**src/rtl/adder_seq_pkg.sv**
```systemverilog
`default_nettype none
// ============================================================================
// Package     : adder_seq_pkg
// Description : Shared constants and types for the sliced-adder sequencer.
//               SLICE_W is the width of the external combinational
//               prefix adder.
// Revision    : 1.0  initial release
// ============================================================================
package adder_seq_pkg;

    localparam int SLICE_W = 16;

    typedef enum logic [1:0] {
        IDLE = 2'd0,
        RUN  = 2'd1,
        DONE = 2'd2
    } seq_state_t;

endpackage : adder_seq_pkg
`default_nettype wire

```
**src/rtl/adder_slice_seq.sv**
```systemverilog
`default_nettype none
// ============================================================================
// Module      : adder_slice_seq
// Description : Multi-cycle WIDTH-bit adder built around an external,
//               purely combinational SLICE-bit adder. One slice is added per
//               cycle, LSB slice first, with the slice carry-out fed back in
//               as the next slice's carry-in.
// Ports       : clk, rst_n             clock / async active-low reset
//               in_valid/in_ready     operand handshake (a, b, cin)
//               out_valid/out_ready   result handshake (sum, cout, ovf)
//               add_a/add_b/add_cin   drive the external slice adder
//               add_sum/add_cout      its same-cycle result
// Revision    : 1.0  initial release
// ============================================================================
module adder_slice_seq
    import adder_seq_pkg::*;
#(
    parameter int WIDTH = 64,
    parameter int SLICE = SLICE_W
) (
    input  logic             clk,
    input  logic             rst_n,
    input  logic             in_valid,
    output logic             in_ready,
    input  logic [WIDTH-1:0] a,
    input  logic [WIDTH-1:0] b,
    input  logic             cin,
    output logic             out_valid,
    input  logic             out_ready,
    output logic [WIDTH-1:0] sum,
    output logic             cout,
    output logic             ovf,
    output logic [SLICE-1:0] add_a,
    output logic [SLICE-1:0] add_b,
    output logic             add_cin,
    input  logic [SLICE-1:0] add_sum,
    input  logic             add_cout
);

    localparam int NSLICE = WIDTH / SLICE;
    localparam int IDX_W  = (NSLICE > 1) ? $clog2(NSLICE) : 1;
    localparam logic [IDX_W-1:0] C_LAST_IDX = IDX_W'(NSLICE - 1);

    // Reject widths the slice sequencing cannot cover exactly.
    if ((WIDTH < SLICE) || ((WIDTH % SLICE) != 0)) begin : g_bad_width
        $error("adder_slice_seq: WIDTH must be a non-zero multiple of SLICE");
    end

    seq_state_t       r_state;
    logic [IDX_W-1:0] r_idx;
    logic             r_carry;
    logic [WIDTH-1:0] r_a;
    logic [WIDTH-1:0] r_b;
    logic [WIDTH-1:0] r_sum;
    logic             r_cout;
    logic             r_ovf;
    logic             r_out_valid;

    logic             w_accept;
    logic             w_last;

    // A finished result may be swapped for a new operand set in the same
    // cycle it is handed off, so DONE accepts when downstream is ready.
    assign in_ready = (r_state == IDLE) || ((r_state == DONE) && out_ready);
    assign w_accept = in_valid && in_ready;
    assign w_last   = (r_idx == C_LAST_IDX);

    // Adder inputs are forced to zero outside RUN so the external adder
    // does not toggle while the sequencer is idle or holding a result.
    always_comb begin
        add_a   = '0;
        add_b   = '0;
        add_cin = 1'b0;
        if (r_state == RUN) begin
            add_a   = r_a[r_idx*SLICE +: SLICE];
            add_b   = r_b[r_idx*SLICE +: SLICE];
            add_cin = r_carry;
        end
    end

    always_ff @(posedge clk or negedge rst_n) begin
        if (!rst_n) begin
            r_state     <= IDLE;
            r_idx       <= '0;
            r_carry     <= 1'b0;
            r_a         <= '0;
            r_b         <= '0;
            r_sum       <= '0;
            r_cout      <= 1'b0;
            r_ovf       <= 1'b0;
            r_out_valid <= 1'b0;
        end else if (w_accept) begin
            r_a         <= a;
            r_b         <= b;
            r_carry     <= cin;
            r_idx       <= '0;
            r_state     <= RUN;
            r_out_valid <= 1'b0;
        end else begin
            case (r_state)
                RUN: begin
                    r_sum[r_idx*SLICE +: SLICE] <= add_sum;
                    r_carry                     <= add_cout;
                    if (w_last) begin
                        // Overflow uses the MSB of the slice being written
                        // now, since r_sum does not hold it yet.
                        r_cout      <= add_cout;
                        r_ovf       <= (r_a[WIDTH-1] == r_b[WIDTH-1]) &&
                                       (add_sum[SLICE-1] != r_a[WIDTH-1]);
                        r_state     <= DONE;
                        r_out_valid <= 1'b1;
                    end else begin
                        r_idx <= r_idx + 1'b1;
                    end
                end
                DONE: begin
                    if (out_ready) begin
                        r_state     <= IDLE;
                        r_out_valid <= 1'b0;
                    end
                end
                default: begin
                    r_state <= IDLE;
                end
            endcase
        end
    end

    assign out_valid = r_out_valid;
    assign sum       = r_sum;
    assign cout      = r_cout;
    assign ovf       = r_ovf;

endmodule : adder_slice_seq
`default_nettype wire
```
**config.mk**
```make
export PLATFORM = sky130hd
export DESIGN_NAME = adder_slice_seq
export DESIGN_NICKNAME = d
export VERILOG_FILES = /design/src/rtl/adder_seq_pkg.sv /design/src/rtl/adder_slice_seq.sv
export SDC_FILE = /design/constraint.sdc
export NUM_CORES = 1
export LEC_CHECK = 0
export ABC_AREA = 1
export CAP_MARGIN = 20
export CORE_MARGIN = 4
export CORE_UTILIZATION = 45
export DETAILED_ROUTE_END_ITERATION = 10
export GPL_TIMING_DRIVEN = 0
export PLACE_DENSITY = 0.78
export SLEW_MARGIN = 20
export SYNTH_ARGS = -nofsm -noshare
export SYNTH_HDL_FRONTEND = slang
export SYNTH_SLANG_ARGS = --single-unit
```
**constraint.sdc**
```tcl
create_clock -name clk -period 2.1 [get_ports clk]
set_input_delay 0.315 -clock clk [delete_from_list [all_inputs] [get_ports clk]]
set_output_delay 0.315 -clock clk [all_outputs]
set_load 0.02 [all_outputs]
```
==> results.md <==
* CTS root buf: clkbuf_16
* H-tree Lvls at 4
* Total power at 0.02257 W
* Detailed-route wire length at 32.38 mm
* Die area at 0.02409 mm^2
* WHS Endpoint: r_a[4]
* Die Wd at 155.2 um
* Cells after synthesis at 1,330
* Clk_lat worst skew at 0.43 ns
* Hold crit path type: in -> reg
* R2R depth at 9
* Period utilisation layout at 1.007
* Die Ht at 155.2 um
* Grt ovf at 0
* Clk sinks at 200
* Core Box Area at 0.02115 mm^2
* Share of cells above drive strength 1 at 0.1598
* Total Nets Final at 1,769
* Final setup margin at -0.01445 ns
* Post-Syn Area per Cell at 7.332 um^2
* WL/cell at 17.02 um
* Relative slew slack at 0.4786
* Reg-to-reg critical path endpoint: sum[7]
* Power Dens Cells at 1603 mW/mm^2
* Initial core utilization at 0.4610
* Commonest non-fill, non-tap cell in the layout: nand2_1
* Fin. Hold Viols at 0
* Synth Warn # at 0
* Req. time, crit path at 1.78 ns
* Clock skew after layout at 0.01092 ns
* Mapped cell area at 0.009752 mm^2
* #FFs+latches synth at 200
* Critical path endpoint category: output pin
* Antenna diodes at 0
* First-pass GRT wire length at 49.54 mm
* DRC viols at 0
* Vias per Instance at 5.142
* Met2 wire length at 15.77 mm
* Most frequent cells in the layout: nand2_1, clkdlybuf4s50_1, nand3_1
* Wl on met1 at 13.40 mm
* Min-Delay Path Depth at 3
* Num rows at 53
* Number of global-route vias before repair at 9,413
* Setup repair after global routing missed its margin: yes
* WL met3 at 2.384 mm
* Buffers on Ports at 249
* Io pins at 251
* CP arrival at 1.80 ns
* Num CTS Buffers at 17
* CP max FO at 7
* Failing checks: negative setup slack
* Initial antenna violation count at 2
* Drt pass-1 iters at 5
* Final Hold Slack at 0.4256 ns
* Synth unique cells at 16
* Status: finished, violations left
* Sequential area share after synthesis at 0.5132
* Setup violators final at 5
* MaxCap Viol Count at 0
* Gpl congestion at 0.9520
* Minimum clock period at 2.114 ns
* F_max at 472.9 MHz
* Peak supply drop at 0.9042 mV
* ANT nets after route at 0
* Max layer used: met5
* Layout area overhead at 44.44%
* Total track usage at 0.2599
* DR vias at 9,780
* Worst slew pin tran at 0.7822 ns
* CP Launch Type: register
* Reg2reg start: r_idx[0]
* Hold path startpoint: a[4]
* Crit path kind: reg -> out
* Fin. max-slew vios at 0
* Max Root-Sink Buffers at 2
* CTS tree: built
* Pin count of the biggest net entering global routing at 102
* DP HPWL at 23.23 mm
* Reg clk slew, reported paths at 0.08 ns
* Net count after synthesis at 1,485
* Drt first-iter violations at 617
* Static Leak at 7.272 nW
* Reg2reg setup slack at 0.06 ns
[sequential cells by signal (all words and copies together) (netlist names)]
register   count
r_carry        1
r_state        2
sum           64
out_valid      1
r_b           64
ovf            1
cout           1
r_a           64
r_idx          2
[power breakdown]
group | internal [W] | switching [W]
clock | 0.00161 | 0.00161
combinational | 0.00508 | 0.00773
sequential | 0.00554 | 0.00100
[cell families (layout without fill, tap and decap cells)]
logic type	after synthesis	in the layout	synth area share
simple gates	807	808	0.3424
buf+inv	249	545	0.1025
compound gates	69	69	0.03541
fa+ha+maj	5	5	0.006415
flops	200	200	0.5132
[worst max-delay path by stage]
stage | start | slack [ns] | endpoint | cells after the start
2_1_floorplan | r_idx[0] | 0.07 | sum[32] | 10
3_3_place_gp | rst_n | -7.52 | r_b[55] | 1
3_5_place_dp | r_idx[1] | -0.59 | sum[38] | 9
4_1_cts | r_idx[0] | -0.06 | add_a[5] | 7
5_1_grt | r_idx[0] | -0.09 | add_b[2] | 8
6_report | r_idx[0] | -0.01 | add_b[2] | 7
[what timing repair did]
action	in CTS	in global routing
hold endpoints to repair	99	0
setup buffers	4	4
gates cloned	3	2
pin swaps	10	30
setup endpoints to repair	99	89
resized for setup	267	145
hold buffers	1	0
[synthesized netlist by cell type, drive strengths merged]
cell,number,area (um^2)
nand4,1,6.260
dfrtp,200,5005
nand3,238,1191
clkbuf,43,161.4
o21ai,36,180.2
a21oi,33,165.2
buf,43,226.5
inv,163,611.8
nor2,40,157.7
nand2,528,1984
ha,5,62.56
[final cells by class]
type | count | area [um^2]
repair buffers | 264 | 2683
plain buffers | 86 | 634.4
fillers | 1783 | 7068
inverters | 163 | 625.6
clock buffers | 18 | 439.2
well taps | 275 | 344.1
clock inverters | 14 | 133.9
multi-input cells | 882 | 4220
flip-flops and latches | 200 | 5006
[worst max-delay path: stages, from the launching register on]
cell and delay [ns]:
dfrtp_1 0.39, buf_6 0.15, buf_12 0.15, clkbuf_16 0.16, nand2_2 0.07, nand3_2 0.09, a21oi_2 0.20, buf_4 0.17
[stage by stage]
| step | util | instance area, um^2 | setup slack (ns) | TNS, ns | std cells |
|---|---|---|---|---|---|
| 2_1_floorplan | - | 9752 | 0.07474 | 0 | 1330 |
| 3_3_place_gp | 0.5951 | 12590 | -7.517 | -1539.58 | 1854 |
| 3_5_place_dp | 0.5979 | 12650 | -0.5875 | -39.56 | 1856 |
| 4_1_cts | 0.6415 | 13570 | -0.06395 | -0.1713 | 1896 |
| 5_1_grt | 0.6659 | 14090 | -0.08860 | -1.183 | 1902 |
| 6_report | 0.6659 | 14090 | -0.01445 | -0.03366 | 1902 |
[metal layers]
layer	global-route usage	vias to the layer above
met1	0.3529	4618
li1	-	4672
met3	0.04339	56
met5	0	-
met2	0.4260	430
met4	0.08920	4
Note: power is estimated with default switching activity, not from simulation.
